==> src/rtl/wb_stream_burst_writer.sv <==
// Stream-to-wishbone frame writer: buffers a valid/ready word stream in a small FIFO
// and writes one frame to consecutive byte addresses using incrementing bursts.
module wb_stream_burst_writer #(
   parameter int unsigned AW         = 32,
   parameter int unsigned DW         = 32,
   parameter int unsigned BURST_LEN  = 4,
   parameter int unsigned FIFO_DEPTH = 16
) (
   input  logic            wb_clk_i,
   input  logic            wb_rst_ni,
   input  logic [AW-1:0]   base_addr_i,
   input  logic [23:0]     frame_words_i,
   input  logic            start_i,
   output logic            busy_o,
   output logic            done_o,
   input  logic            s_valid_i,
   input  logic [DW-1:0]   s_data_i,
   output logic            s_ready_o,
   output logic [AW-1:0]   wb_adr_o,
   output logic [DW-1:0]   wb_dat_o,
   output logic [DW/8-1:0] wb_sel_o,
   output logic            wb_we_o,
   output logic [2:0]      wb_cti_o,
   output logic            wb_cyc_o,
   output logic            wb_stb_o,
   input  logic            wb_ack_i
);

   localparam int unsigned PW = (FIFO_DEPTH > 1) ? $clog2(FIFO_DEPTH) : 1;
   localparam int unsigned CW = $clog2(FIFO_DEPTH + 1);
   localparam int unsigned BW = $clog2(BURST_LEN + 1);

   localparam logic [AW-1:0] AddrStep  = AW'(DW / 8);
   localparam logic [23:0]   BurstLen  = 24'(BURST_LEN);
   localparam logic [CW-1:0] FifoDepth = CW'(FIFO_DEPTH);
   localparam logic [2:0]    CtiIncr   = 3'b010;
   localparam logic [2:0]    CtiEnd    = 3'b111;

   typedef enum logic [1:0] {StIdle, StWait, StBurst, StDone} state_e;

   state_e          state_q;
   logic [DW-1:0]   mem_q [FIFO_DEPTH];
   logic [PW-1:0]   wr_ptr_q, rd_ptr_q;
   logic [CW-1:0]   fifo_cnt_q;
   logic [23:0]     acc_cnt_q, rem_cnt_q;
   logic [23:0]     burst_n;
   logic [BW-1:0]   beat_cnt_q;
   logic [AW-1:0]   adr_q;
   logic [2:0]      cti_q;
   logic            cyc_q, busy_q, done_q;
   logic            fifo_full, push, pop;

   function automatic logic [PW-1:0] ptr_inc(input logic [PW-1:0] p);
      return (p == PW'(FIFO_DEPTH - 1)) ? '0 : p + PW'(1);
   endfunction

   // Full is taken from the registered count, so a same-cycle pop never re-opens ready.
   assign fifo_full = (fifo_cnt_q == FifoDepth);
   assign s_ready_o = busy_q & ~fifo_full & (acc_cnt_q != '0);
   assign push      = s_valid_i & s_ready_o;
   assign pop       = (state_q == StBurst) & wb_ack_i;
   assign burst_n   = (rem_cnt_q < BurstLen) ? rem_cnt_q : BurstLen;

   // FIFO storage; contents need no reset since the pointers define validity.
   always_ff @(posedge wb_clk_i) begin
      if (push) begin
         mem_q[wr_ptr_q] <= s_data_i;
      end
   end

   // FIFO pointers and occupancy.
   always_ff @(posedge wb_clk_i) begin
      if (!wb_rst_ni) begin
         wr_ptr_q   <= '0;
         rd_ptr_q   <= '0;
         fifo_cnt_q <= '0;
      end else begin
         if (push) wr_ptr_q <= ptr_inc(wr_ptr_q);
         if (pop)  rd_ptr_q <= ptr_inc(rd_ptr_q);
         if (push && !pop) begin
            fifo_cnt_q <= fifo_cnt_q + CW'(1);
         end else if (pop && !push) begin
            fifo_cnt_q <= fifo_cnt_q - CW'(1);
         end
      end
   end

   // Frame sequencer with registered bus and status outputs.
   always_ff @(posedge wb_clk_i) begin
      if (!wb_rst_ni) begin
         state_q    <= StIdle;
         busy_q     <= 1'b0;
         done_q     <= 1'b0;
         cyc_q      <= 1'b0;
         cti_q      <= '0;
         adr_q      <= '0;
         acc_cnt_q  <= '0;
         rem_cnt_q  <= '0;
         beat_cnt_q <= '0;
      end else begin
         done_q <= 1'b0;
         if (push) begin
            acc_cnt_q <= acc_cnt_q - 24'd1;
         end
         unique case (state_q)
            // busy_o is low in both states, so a start is taken in either.
            StIdle, StDone: begin
               state_q <= StIdle;
               if (start_i) begin
                  adr_q     <= base_addr_i;
                  acc_cnt_q <= frame_words_i;
                  rem_cnt_q <= frame_words_i;
                  if (frame_words_i == '0) begin
                     state_q <= StDone;
                     done_q  <= 1'b1;
                  end else begin
                     state_q <= StWait;
                     busy_q  <= 1'b1;
                  end
               end
            end
            StWait: begin
               if (24'(fifo_cnt_q) >= burst_n) begin
                  beat_cnt_q <= BW'(burst_n);
                  cyc_q      <= 1'b1;
                  cti_q      <= (burst_n == 24'd1) ? CtiEnd : CtiIncr;
                  state_q    <= StBurst;
               end
            end
            StBurst: begin
               if (wb_ack_i) begin
                  adr_q      <= adr_q + AddrStep;
                  rem_cnt_q  <= rem_cnt_q - 24'd1;
                  beat_cnt_q <= beat_cnt_q - BW'(1);
                  if (beat_cnt_q == BW'(1)) begin
                     cyc_q <= 1'b0;
                     cti_q <= '0;
                     if (rem_cnt_q == 24'd1) begin
                        state_q <= StDone;
                        done_q  <= 1'b1;
                        busy_q  <= 1'b0;
                     end else begin
                        state_q <= StWait;
                     end
                  end else begin
                     cti_q <= (beat_cnt_q == BW'(2)) ? CtiEnd : CtiIncr;
                  end
               end
            end
            default: state_q <= StIdle;
         endcase
      end
   end

   assign busy_o   = busy_q;
   assign done_o   = done_q;
   assign wb_adr_o = adr_q;
   assign wb_dat_o = cyc_q ? mem_q[rd_ptr_q] : '0;
   assign wb_sel_o = {(DW/8){cyc_q}};
   assign wb_we_o  = cyc_q;
   assign wb_cti_o = cti_q;
   assign wb_cyc_o = cyc_q;
   assign wb_stb_o = cyc_q;

endmodule

==> config.mk <==
export PLATFORM = sky130hd
export DESIGN_NAME = wb_stream_burst_writer
export DESIGN_NICKNAME = d
export VERILOG_FILES = /design/src/rtl/wb_stream_burst_writer.sv
export SDC_FILE = /design/constraint.sdc
export NUM_CORES = 1
export LEC_CHECK = 0
export ABC_AREA = 1
export BUFFER_PORTS_ARGS = -buffer_cell sky130_fd_sc_hd__buf_2
export CAP_MARGIN = 10
export CORE_MARGIN = 2
export CORE_UTILIZATION = 55
export DETAILED_ROUTE_END_ITERATION = 10
export PLACE_DENSITY = 0.82
export SYNTH_ARGS = -nofsm -noshare
export SYNTH_HDL_FRONTEND = slang
export SYNTH_SLANG_ARGS = --single-unit
==> constraint.sdc <==
create_clock -name wb_clk_i -period 3.2 [get_ports wb_clk_i]
set_clock_uncertainty 0.15 [all_clocks]
set_input_delay 0.64 -clock wb_clk_i [delete_from_list [all_inputs] [get_ports wb_clk_i]]
set_output_delay 0.64 -clock wb_clk_i [all_outputs]
set_load 0.005 [all_outputs]
==> results.yml, run 1 <==
layout:
  nNetsFinal: 2937
  final_common_cell: "edfxtp_1"
  final_cell_mix: "512 x edfxtp_1, 488 x nor2_1, 367 x nand2_1"
  multi_input_area_um2: 8710
  nFillCells: 3569
  drive_above_1_share_pct: 14.4
  regArea_um2: 17500
  syn2layout_area_growth_pct: 16.7
global_route:
  antenna_found_initial: 6
  grt_pass1_wl_um: 115000
  grt_overflow: 0
  grt_max_degree: 69
  grt.total_usage_pct: 29.3
  grt_pass1_vias: 20500
power_and_ir_drop:
  pwr-share-clk_pct: 30.9
  cellLeakagePower_nw: 11.5
  p_sw_mw: 7.92
  swShare_pct: 33.3
  p_int_mw: 15.9
  seq_power_share_pct: 41.8
  comb_power_share_pct: 27.4
  peakVddDrop_mv: 0.610
  p_per_area_nw_per_um2: 746
worst_setup_path:
  crit_arrival_ns: 2.42
  crit_slowest_cell: "dfxtp_4"
  critPathMaxStageDelay_ns: 0.35
  crit_path_end_kind: "output port"
  rrSetupSlack_ns: 0.35
  worstPathRequired_ns: 2.41
  path_cells: "buf_12 -> buf_12 -> buf_16 -> nor2_2 -> nor2_1 -> o21ai_1 -> o211ai_1 -> o211ai_1 -> a21oi_2 -> buf_2"
  r2r-end: "fifo_cnt_q[4]"
  worstPathMaxFanout: 8
  crit_type: "reg2out"
  endpoint: "wb_dat_o[9]"
  regToRegStartpoint: "acc_cnt_q[0]"
  rr_worst_depth: 15
  start_kind: "register"
floorplanning:
  dieWidth_um: 227
  pin_count: 170
  core_area_um2: 49000
  rows: 81
  start_util_pct: 55.8
  die_y_um: 227
  die_area_um2: 51500
place:
  dp_hpwl_um: 43000
  routabilityCongestion: 0.936
  place_worst_setup_slack_ns: 0.375
  portBuffers: 169
synthesis:
  synth_area_leader_cell: "edfxtp_1"
  synth_top_area_share_pct: 56.3
  ys_top_cells_by_area: "edfxtp_1 56%, dfxtp_1 7.8%, nor2_1 7.0%"
  synth_edf_count: 512
  synthArstFlopShare_pct: 0
  ys_warn_count: 0
  ys_seq_elements: 619
  ys.flop_type: "edfxtp_1"
  synth-seq-area-share_pct: 64.1
  netlist_area_um2: 27300
  netlist_instances: 2655
  synth_cell_types: 42
  postSynthAreaPerCell_um2: 10.3
clocking:
  htree_levels: 2
  cts_max_path_buffers: 3
  clkTransAtPathRegs_ns: 0.07
  clk_latency_ns: 0.63
  ctsHoldBuffers: 0
  clock-sinks: 619
  cts-root-buf: "clkbuf_16"
  cts_buffers: 59
  cts_tree: "done"
drt:
  ant_nets: 0
  route.detailed.drc: 0
  viasPerCell: 6.18
  drt_wl_total_um: 78000
  dr.first_iter.drc_count: 3030
  vias: 21800
  post_drt_wl_per_cell_um: 22.1
  firstDrtPassIters: 6
sta:
  fin_crit_sh_pct: 100
  timing.slew.headroom_pct: 25.9
  worst_slack_ns: -0.00698
  rsz0062_at_grt: "yes"
  fmax_mhz: 312
  period_minus_slack_ns: 3.21
  worst_slew_pin_slew_ns: 1.11
  hold_viol: 0
  hold_ws_ns: 0.128
  maxSlewViolCount: 0
  finalSetupViolations: 2
flow_run:
  drv_cap: 0
worst_hold_path:
  hold_path.class: "in2reg"
  hold_start: "base_addr_i[3]"
outcome:
  violations: "negative setup slack"
  status: "finished, violations left"
[cells in the mapped netlist, drive strengths merged, types with 25 or more instances]
| library cell | instances |
|---|---|
| buf | 55 |
| o21ai | 312 |
| edfxtp | 512 |
| clkbuf | 106 |
| o221ai | 68 |
| o211ai | 63 |
| nand3 | 135 |
| inv | 135 |
| nand2 | 367 |
| nor2 | 513 |
| ha | 25 |
| o22ai | 31 |
| a21oi | 134 |
| dfxtp | 107 |
[worst min-delay path by stage]
stage / to / depth (start not counted) / slack, ns
2_1_floorplan: rem_cnt_q[4] / 2 / 0.30
3_3_place_gp: wb_adr_o[0] / 2 / 0.30
3_5_place_dp: wb_adr_o[1] / 2 / 0.31
4_1_cts: wb_adr_o[3] / 3 / 0.09
5_1_grt: wb_adr_o[3] / 3 / 0.13
6_report: wb_adr_o[3] / 3 / 0.13
[timing repair]
action,4_1_cts,5_1_grt
endpoints found under the setup margin,32,30
pin swaps,3,19
setup buffers,9,4
gates resized for setup,22,28
cloned,7,10
[sequential cells by signal, summed over array words and instances (netlist names), 2 cells and up, named ones only]
name	flops
fifo_cnt_q	5
wb_adr_o	32
rem_cnt_q	24
state_q	2
rd_ptr_q	4
wr_ptr_q	4
wb_cti_o	2
mem_q	512
acc_cnt_q	24
beat_cnt_q	3
[kinds of logic after synthesis]
group | count (synthesis) | synth area share (%)
other | 1 | 0.0137
buffers and inverters | 298 | 4.70
adder cells (fa/ha/maj) | 26 | 1.22
flip-flops | 619 | 64.1
AND/OR/NAND/NOR | 1059 | 15.8
AO/OA/AOI/OAI | 624 | 13.3
XOR/XNOR | 28 | 0.898
[metrics by stage]
step                power, mW  instances  TNS (ns)  cell area [um^2]  util (%)
floorplan                14.2       2656    -19.21             27300         -
detailed placement       16.0       3392         0             29100      59.5
global route             24.9       3532    -0.933             31900      65.1
finish                   23.8       3534  -0.00731             31900      65.1
CTS                      23.5       3518         0             31600      64.5
global placement         15.8       3392         0             29100      59.5
[final cells by class]
type / count / area share (%)
flip-flops and latches: 619 / 55.0
inverters: 137 / 1.71
repair buffers: 260 / 6.90
well taps: 664 / 2.61
multi-input cells: 1739 / 27.3
repair inverters: 2 / 0.0628
clock inverters: 36 / 1.38
clock buffers: 74 / 5.00
diodes: 3 / 0.0236
[critical path: cells and delay by family (launching register included)]
kind,cells,cell delay (ns)
buf+inv,4,0.62
compound gates,4,0.62
flops,1,0.35
simple gates,2,0.19
[metal layers]
metal  global-route usage, %  vias up  wire length, um
met5                       0        -               59
met4                    12.6        8             3560
met3                    5.24      284             8350
met2                    48.6     1514            37700
met1                    37.9    10300            28300
li1                        -     9709                -
[power by group through the flow]
stage	sequential, mW	combinational (mW)	clock, mW
6_report	9.93	6.51	7.35
5_1_grt	10.0	7.18	7.69
4_1_cts	9.91	6.22	7.37
3_5_place_dp	10.1	5.87	0
3_3_place_gp	10.1	5.70	0
2_1_floorplan	9.94	4.25	0
No activity file was read; power rests on OpenSTA's default activity.
==> run 2: changes to the inputs <==
Settings changed: CORE_UTILIZATION 55 to 56, CTS_BUF_LIST set to sky130_fd_sc_hd__clkbuf_4 sky130_fd_sc_hd__clkbuf_8, PLACE_DENSITY 0.82 to 0.83.
==> run 2 against run 1 <==
Effect of this change: the flow still finishes with violations (negative setup slack); count of clock-buffer cells in the layout grew 51; power fell by 1.9%; wire length grew 1.4%; setup slack got worse by 0.14 ns; sequential share of layout area decreased by 0.080 points; register-to-register slack is essentially flat; fmax decreased by 4.1%; highest routed layer unchanged.
==> results.yml, run 2 (same netlist as run 1, synthesis figures left out) <==
outcome:
  violations: "negative setup slack"
  status: "finished, violations left"
clocking:
  cts_buffers: 96
  clk_latency_ns: 0.70
  cts_tree: "done"
  htree_levels: 3
  clock-sinks: 619
  ctsHoldBuffers: 0
  clkTransAtPathRegs_ns: 0.06
  cts_max_path_buffers: 3
  cts-root-buf: "clkbuf_8"
power_and_ir_drop:
  peakVddDrop_mv: 0.594
  p_per_area_nw_per_um2: 731
  cellLeakagePower_nw: 11.6
worst_setup_path:
  critPathTopFamily: "compound AO/OA/AOI/OAI gates"
  cp.depth: 7
  crit_buf_inv: 3
  worstPathMaxFanout: 24
  worstPathRequired_ns: 2.41
  rr_worst_depth: 15
  path_cells: "buf_12 -> clkbuf_16 -> nor2_1 -> o22ai_1 -> o211ai_1 -> a21oi_2 -> buf_2"
  crit_type: "reg2out"
  regToRegStartpoint: "acc_cnt_q[0]"
  start_kind: "register"
  crit_path_end_kind: "output port"
  crit_slowest_cell: "dfxtp_4"
  r2r-end: "fifo_cnt_q[4]"
  rrSetupSlack_ns: 0.34
  critPathMaxStageDelay_ns: 0.39
  endpoint: "wb_dat_o[24]"
  crit_arrival_ns: 2.55
global_route:
  antenna_found_initial: 4
  grt_pass1_wl_um: 115000
  grt_overflow: 0
  grt_pass1_vias: 21200
  grt.total_usage_pct: 29.3
  grt_max_degree: 72
layout:
  final_common_cell: "edfxtp_1"
  design_area_um2: 31900
  nNetsFinal: 2982
  stdcell_count: 3560
  largest_reg_flops: 512
  top_register: "mem_q"
  syn2layout_area_growth_pct: 16.9
  final_cell_mix: "512 x edfxtp_1, 487 x nor2_1, 367 x nand2_1"
  drive_above_1_share_pct: 16.9
floorplanning:
  start_util_pct: 57.0
  pin_count: 170
  die_area_um2: 50600
  die_y_um: 225
  core_area_um2: 47900
  rows: 80
  dieWidth_um: 225
place:
  routabilityCongestion: 0.954
  dpl.cell_count: 3345
  portBuffers: 169
  post_dp_cell_area_um2: 29000
  dp_hpwl_um: 43200
sta:
  worst_slew_pin_slew_ns: 0.736
  fmax_mhz: 299
  period_minus_slack_ns: 3.34
  finalSetupViolations: 3
  maxSlewViolCount: 0
  fin_crit_sh_pct: 104
  hold_viol: 0
  worst_slack_ns: -0.143
  timing.slew.headroom_pct: 50.9
  rsz0062_at_grt: "yes"
worst_hold_path:
  hold_path.class: "in2reg"
drt:
  firstDrtPassIters: 6
  viasPerCell: 6.25
  dr.first_iter.drc_count: 3140
  post_drt_wl_per_cell_um: 22.2
  drt_wl_total_um: 79100
  ant_nets: 0
  route.detailed.drc: 0
  vias: 22200
flow_run:
  drv_cap: 0
-- run 2: changes by cell type in the layout (fill, tap and decap cells not counted), moves of 10 or more --
cell       previous run  this run
a21oi_2              13        23
clkbuf_8              4       100
clkbuf_16            67        10
a21oi_1             121       111
clkbuf_4              0        25
clkinv_1             12        26
o21ai_0             280       255
o21ai_1              32        52
-- run 2: repair_timing --
action | 4_1_cts | 5_1_grt
pin swaps | 4 | 23
resized for setup | 40 | 64
buffers inserted | 6 | 9
cloned | 9 | 11
endpoints found under the setup margin | 25 | 32
-- run 2: how the worst min path moves through the flow --
stage              startpoint      endpoint  slack (ns)  depth (start not counted)
2_1_floorplan    rem_cnt_q[4]  rem_cnt_q[4]        0.30                          2
3_3_place_gp      wb_adr_o[1]   wb_adr_o[1]        0.30                          2
3_5_place_dp     rem_cnt_q[4]  rem_cnt_q[4]        0.32                          2
4_1_cts        base_addr_i[0]   wb_adr_o[0]        0.04                          3
5_1_grt        base_addr_i[0]   wb_adr_o[0]        0.06                          3
6_report       base_addr_i[2]   wb_adr_o[2]        0.07                          3
-- run 2: layout make-up --
cell class                      instances  area, um^2
Antenna cell                            6        15.0
Tap cell                              615         769
Inverter                              137         552
Clock inverter                         49         382
Multi-Input combinational cell       1739        8770
Timing Repair inverter                  1        8.76
Sequential cell                       619       17500
Clock buffer                          125        1560
Fill cell                            3312       16000
Timing Repair Buffer                  269        2330
-- run 2: layer usage --
metal | vias to the layer above | share of wire (%) | track usage [%]
met4 | 6 | 4.4 | 14.4
met3 | 304 | 12 | 6.15
met2 | 1620 | 48 | 47.6
li1 | 9830 | - | -
met1 | 10500 | 36 | 37.7
met5 | - | 0.038 | 0
-- run 2: power by group --
| part | switching (mW) | internal [mW] |
|---|---|---|
| sequential | 0.636 | 9.32 |
| combinational | 4.29 | 2.33 |
| clock | 3.14 | 3.62 |
-- run 2: worst reg2reg max path: cells and delay by family (launching register included) --
family                     cells  cell delay, ns
DFF                            1            0.35
xor gates and xnor gates       1            0.20
adders and majority gates      3            0.84
and+or+nand+nor                6            0.55
AOI/OAI and AO/OA              3            0.48
buffers and inverters          2            0.23
-- run 2: stage by stage --
step	setup TNS [ns]	util [%]	hold slack [ns]	setup slack, ns	power [mW]
2_1_floorplan	-19.21	-	0.297	-0.0500	14.2
3_3_place_gp	0	60.6	0.301	0.547	15.7
3_5_place_dp	0	60.6	0.316	0.369	16.0
4_1_cts	-0.315	65.6	0.0391	-0.0395	22.9
5_1_grt	-1.33	66.6	0.0606	-0.178	24.4
6_report	-0.262	66.6	0.0685	-0.143	23.3
